==> src/rtl/button_pkg.sv <==
// button_pkg: shared hold-FSM state encoding, pulse bundle and counter sizing helper
package button_pkg;
   typedef enum logic [1:0] {
      REL  = 2'd0,
      DOWN = 2'd1,
      LONG = 2'd2
   } hold_state_e;
   typedef struct packed {
      logic prs;
      logic rls;
      logic lng;
      logic rpt;
   } evt_t;
   function automatic int cnt_width(input int n);
      return (n < 2) ? 1 : $clog2(n);
   endfunction
endpackage

==> src/rtl/btn_channel.sv <==
// btn_channel: one button lane -- 2-flop sync, debounce, hold FSM with long/repeat events
//   clk, rst_n (sync, active-low); button raw pin in;
//   pressed debounced level; press/release/long/repeat_pulse registered one-cycle events
module btn_channel
   import button_pkg::*;
#(
   parameter int DEBOUNCE_CYCLES = 65536,
   parameter int LONG_CYCLES     = 50000000,
   parameter int REPEAT_CYCLES   = 10000000,
   parameter int ACTIVE_HIGH     = 1
) (
   input  logic clk,
   input  logic rst_n,
   input  logic button,
   output logic pressed,
   output logic press_pulse,
   output logic release_pulse,
   output logic long_pulse,
   output logic repeat_pulse
);
   localparam int DW = cnt_width(DEBOUNCE_CYCLES);
   localparam int HW = cnt_width(LONG_CYCLES > REPEAT_CYCLES ? LONG_CYCLES : REPEAT_CYCLES);
   localparam logic [DW-1:0] DEB_TC  = DW'(DEBOUNCE_CYCLES - 1);
   localparam logic [HW-1:0] LONG_TC = HW'(LONG_CYCLES - 1);
   localparam logic [HW-1:0] REP_TC  = HW'(REPEAT_CYCLES - 1);

   logic s1_q, s1_d, s2_q;
   logic deb_q, deb_d;
   logic [DW-1:0] dcnt_q, dcnt_d;
   hold_state_e state_q, state_d;
   logic [HW-1:0] hcnt_q, hcnt_d;
   evt_t evt_q, evt_d;

   // Inversion ahead of the synchronizer so everything downstream sees 1 = pressed.
   always_comb begin
      s1_d   = (ACTIVE_HIGH != 0) ? button : ~button;
      deb_d  = (s2_q != deb_q && dcnt_q == DEB_TC) ? ~deb_q : deb_q;
      dcnt_d = (s2_q == deb_q || dcnt_q == DEB_TC) ? '0 : dcnt_q + 1'b1;
   end

   // deb_q is registered once more into the FSM, so the visible level and the
   // press/release pulse appear together, DEBOUNCE_CYCLES+2 after the sampling edge.
   always_comb begin
      state_d = state_q;
      hcnt_d  = hcnt_q + 1'b1;
      evt_d   = '0;
      case (state_q)
         REL: begin
            hcnt_d = '0;
            if (deb_q) begin
               evt_d.prs = 1'b1;
               state_d   = DOWN;
            end
         end
         DOWN, LONG: begin
            if (!deb_q) begin
               // Release takes priority over a coincident long/repeat terminal count.
               evt_d.rls = 1'b1;
               hcnt_d    = '0;
               state_d   = REL;
            end else if (hcnt_q == ((state_q == DOWN) ? LONG_TC : REP_TC)) begin
               evt_d.lng = (state_q == DOWN);
               evt_d.rpt = (state_q == LONG);
               hcnt_d    = '0;
               state_d   = LONG;
            end
         end
         default: begin
            hcnt_d  = '0;
            state_d = REL;
         end
      endcase
   end

   always_ff @(posedge clk) begin
      if (!rst_n) begin
         s1_q    <= 1'b0;
         s2_q    <= 1'b0;
         deb_q   <= 1'b0;
         dcnt_q  <= '0;
         state_q <= REL;
         hcnt_q  <= '0;
         evt_q   <= '0;
      end else begin
         s1_q    <= s1_d;
         s2_q    <= s1_q;
         deb_q   <= deb_d;
         dcnt_q  <= dcnt_d;
         state_q <= state_d;
         hcnt_q  <= hcnt_d;
         evt_q   <= evt_d;
      end
   end

   assign pressed       = (state_q != REL);
   assign press_pulse   = evt_q.prs;
   assign release_pulse = evt_q.rls;
   assign long_pulse    = evt_q.lng;
   assign repeat_pulse  = evt_q.rpt;
endmodule

==> src/rtl/button_conditioner.sv <==
// button_conditioner: N_BTN independent debounced buttons with press/release/long/repeat events
//   clk, rst_n (sync, active-low); button[N_BTN] raw pins;
//   pressed[N_BTN] levels; press/release/long/repeat_pulse[N_BTN] one-cycle events
module button_conditioner
   import button_pkg::*;
#(
   parameter int N_BTN           = 4,
   parameter int DEBOUNCE_CYCLES = 65536,
   parameter int LONG_CYCLES     = 50000000,
   parameter int REPEAT_CYCLES   = 10000000,
   parameter int ACTIVE_HIGH     = 1
) (
   input  logic             clk,
   input  logic             rst_n,
   input  logic [N_BTN-1:0] button,
   output logic [N_BTN-1:0] pressed,
   output logic [N_BTN-1:0] press_pulse,
   output logic [N_BTN-1:0] release_pulse,
   output logic [N_BTN-1:0] long_pulse,
   output logic [N_BTN-1:0] repeat_pulse
);
   for (genvar i = 0; i < N_BTN; i++) begin : g_ch
      btn_channel #(
         .DEBOUNCE_CYCLES(DEBOUNCE_CYCLES),
         .LONG_CYCLES    (LONG_CYCLES),
         .REPEAT_CYCLES  (REPEAT_CYCLES),
         .ACTIVE_HIGH    (ACTIVE_HIGH)
      ) u_ch (
         .clk          (clk),
         .rst_n        (rst_n),
         .button       (button[i]),
         .pressed      (pressed[i]),
         .press_pulse  (press_pulse[i]),
         .release_pulse(release_pulse[i]),
         .long_pulse   (long_pulse[i]),
         .repeat_pulse (repeat_pulse[i])
      );
   end
endmodule

==> config.mk <==
export PLATFORM = sky130hd
export DESIGN_NAME = button_conditioner
export DESIGN_NICKNAME = d
export VERILOG_FILES = /design/src/rtl/button_pkg.sv /design/src/rtl/btn_channel.sv /design/src/rtl/button_conditioner.sv
export SDC_FILE = /design/constraint.sdc
export NUM_CORES = 1
export LEC_CHECK = 0
export CORE_ASPECT_RATIO = 1.2
export CORE_MARGIN = 1.5
export CORE_UTILIZATION = 48
export CTS_CLUSTER_SIZE = 20
export DETAILED_ROUTE_END_ITERATION = 6
export PLACE_DENSITY = 0.64
export SLEW_MARGIN = 0
export SYNTH_ARGS = -nofsm -noshare
export SYNTH_HDL_FRONTEND = slang
export SYNTH_SLANG_ARGS = --single-unit
export TNS_END_PERCENT = 5
==> constraint.sdc <==
create_clock -name clk -period 2.9 [get_ports clk]
set_input_delay 0.58 -clock clk [delete_from_list [all_inputs] [get_ports clk]]
set_output_delay 0.58 -clock clk [all_outputs]
set_load 0.02 [all_outputs]
==> flow_metrics.tcl <==
set metrics [dict create \
    drt_iter0_markers 271 \
    grt_max_degree 27 \
    die_height_um 155 \
    setup_violations 0 \
    p_comb_share_pct 2.3 \
    drive_gt1_share_pct 5.27 \
    design_area_mm2 0.0102 \
    fmax_ghz 0.385 \
    avgViaCountPerCell 5.03 \
    synth.ff_latch_count 204 \
    portBuffers 25 \
    max_slew_margin_pct 40.4 \
    die_w_um 130 \
    clk_pin_slew_ps 60 \
    max_cap_violations 0 \
    ir_worst_vdd_v 0.000453 \
    netSwitchingPower_mw 1.16 \
    final_net_count 1082 \
    place_area_mm2 0.00951 \
    fin_ws_ps 302 \
    grt_pass1_vias 6321 \
    cts_sinks 204 \
    regArea_mm2 0.00408 \
    synth_edf_count 0 \
    placementRows 55 \
    cts_tree "built" \
    slew_viol_final 0 \
    design.core.area_mm2 0.0189 \
    start_kind "flop" \
    seq_power_share_pct 49.2 \
    ys.flop_type "dfxtp_1" \
    leakage_nw 3.44 \
    dr.pass1.iters 7 \
    netlist_instances 1043 \
    dp_hpwl_um 11100 \
    tightest_slew_ps 895 \
    yosys.area.top_type_share_pct 44.3 \
    nFillCells 1732 \
    utilization_pct 54.3 \
    htreeDepth 1 \
    post_cts_buffers 0 \
    ant_nets 0 \
    cts_resized 0 \
    cp-end-kind "output pin" \
    wirelength_um 16100 \
    hold_path.class "reg2reg" \
    synthesis.area_mm2 0.00922 \
    cts_inserted_buffers 22 \
    power_mw 5.75 \
    drc_errors 0 \
    switching_share_pct 20.2 \
    avgSynthCellArea_um2 8.84 \
    clk_latency_ps 490 \
    antenna_found_initial 1 \
    ys_top_cells_by_area "dfxtp_1 (44%), nor2_1 (7.9%), xor2_1 (7.6%)" \
    finalHoldViolCount 0 \
    cp_num_buf_inv 3 \
    skew_ps 7.21 \
    fin_crit_ps 2600 \
    slowest_delay_ps 620 \
    crit_top_cell "inv_1" \
    vias 6646 \
    worstPathArrival_ps 2020 \
    synth-async-reset-ratio_pct 0 \
    yosys.area.top_type "dfxtp_1" \
    period_share_pct 89.6 \
    multi_input_area_mm2 0.00469 \
    die_area_mm2 0.0200 \
    status "completed" \
    critPathMaxFanout 5 \
    initial_utilization_pct 48.9 \
    clock_path_buffers 3 \
    crit_path_cell_trace "inv_1, ha_1, inv_1, clkdlybuf4s50_1" \
    hold_buffers 0 \
    rsz0062_at_grt "no" \
    cellPowerDensity_mw_per_mm2 561 \
    crit_slowest_cell "clkdlybuf4s50_1" \
    setup_tns_ps 0 \
    crit_type "reg2out" \
    area_growth_pct 11.2 \
    dpl_worst_slack_ps 488 \
    ys_seq_area_share_pct 44.3 \
    synth_fp_nets 1077 \
    avgRoutedWirePerCell_um 12.2 \
    synth_warnings 0 \
    place.gp.congestion 0.769 \
    cp.required_ps 2320 \
    cp_top_family "buffers and inverters" \
    synth_cell_types 60 \
    grt_remaining_overflow 0 \
    ios 26 \
    clockRootBuffer "clkbuf_16" \
    p_clk_share_pct 48.5 \
    grt.total_usage_pct 16.5 \
    grt_pass1_wl_um 28000 \
    power.internal_mw 4.59 \
]
==> layer usage <==
metal | vias up | global-route usage [%] | routed length [µm]
li1 | 3518 | - | -
met1 | 3042 | 21.3 | 7800
met2 | 68 | 28.5 | 7460
met3 | 18 | 2.49 | 542
met4 | 0 | 4.92 | 311
met5 | - | 0 | 0
==> placed cells by master (no fill, tap or decap), types with 8 or more instances in the layout <==
master           instances
dfxtp_1                204
nor2_1                 194
xor2_1                  80
nand2_1                 80
nand3_1                 69
xnor2_1                 66
nand4_1                 36
inv_1                   33
ha_1                    28
nor3_1                  27
and3_1                  27
clkdlybuf4s50_1         25
clkbuf_16               23
and2_1                  17
and4_1                  16
nor4_1                  15
o21ai_0                 11
a21oi_1                 11
mux2i_1                  9
or3_1                    8
==> power groups by stage <==
stage | Combinational [mW] | Sequential, mW | Clock (mW)
detailed placement | 0.132 | 2.89 | 0
CTS | 0.133 | 2.83 | 2.88
global placement | 0.130 | 2.89 | 0
floorplan | 0.0980 | 2.89 | 0
global route | 0.146 | 2.83 | 2.99
finish | 0.130 | 2.83 | 2.79
==> worst paths after layout <==
kind / start / end / slack, ps / cells past startpoint
max: g_ch[3].u_ch.state_q[0]$_SDFFE_PN0P_ / pressed[3] / 300 / 4
min reg2reg: g_ch[1].u_ch.s1_q$_SDFF_PN0_ / g_ch[1].u_ch.s2_q$_SDFF_PN0_ / 430 / 1
max reg2reg: g_ch[1].u_ch.state_q[1]$_SDFFE_PN0P_ / g_ch[1].u_ch.hcnt_q[4]$_SDFF_PP0_ / 590 / 7
min: g_ch[1].u_ch.s1_q$_SDFF_PN0_ / g_ch[1].u_ch.s2_q$_SDFF_PN0_ / 430 / 1
==> cell type report <==
class | count | area share, %
Tap cell | 256 | 3.13
Timing Repair Buffer | 30 | 2.81
Clock inverter | 4 | 0.464
Sequential cell | 204 | 39.9
Inverter | 33 | 1.21
Multi-Input combinational cell | 757 | 45.8
Antenna cell | 1 | 0.0244
Clock buffer | 35 | 6.74
==> registers in the layout, indices dropped and copies added (netlist names) <==
register,cells
g_ch.u_ch.deb_q,4
g_ch.u_ch.s1_q,4
g_ch.u_ch.repeat_pulse,4
g_ch.u_ch.press_pulse,4
g_ch.u_ch.s2_q,4
g_ch.u_ch.long_pulse,4
g_ch.u_ch.dcnt_q,64
g_ch.u_ch.state_q,8
g_ch.u_ch.hcnt_q,104
g_ch.u_ch.release_pulse,4
==> through the flow <==
step           hold slack [ps]  instances
2_1_floorplan              412       1043
6_report                   430       1320
3_3_place_gp               417       1280
4_1_cts                    431       1319
5_1_grt                    466       1320
3_5_place_dp               417       1280
==> Yosys cell counts, types with 3 or more instances <==
library cell,n
dfxtp_1,204
nor2_1,194
nand2_1,80
xor2_1,80
nand3_1,69
xnor2_1,66
nand4_1,36
inv_1,33
buf_4,29
ha_1,28
and3_1,27
nor3_1,27
and2_1,17
and4_1,16
nor4_1,15
a21oi_1,11
o21ai_0,11
buf_2,9
mux2i_1,9
clkbuf_1,8
or3_1,8
nor4b_1,6
or2_2,6
or4_1,5
nand4b_1,3
==> cells by family (layout without fill, tap and decap cells) <==
| group | after synthesis | count (layout) | synth area share, % |
|---|---|---|---|
| AO/OA/AOI/OAI | 41 | 41 | 3.04 |
| XOR/XNOR | 146 | 146 | 13.9 |
| adder cells (fa/ha/maj) | 28 | 28 | 3.80 |
| buffers and inverters | 82 | 102 | 4.82 |
| flip-flops | 204 | 204 | 44.3 |
| multiplexers | 10 | 10 | 1.10 |
| other | 0 | 1 | 0 |
| AND/OR/NAND/NOR | 532 | 532 | 29.1 |
(Power assumes the default switching activity.)
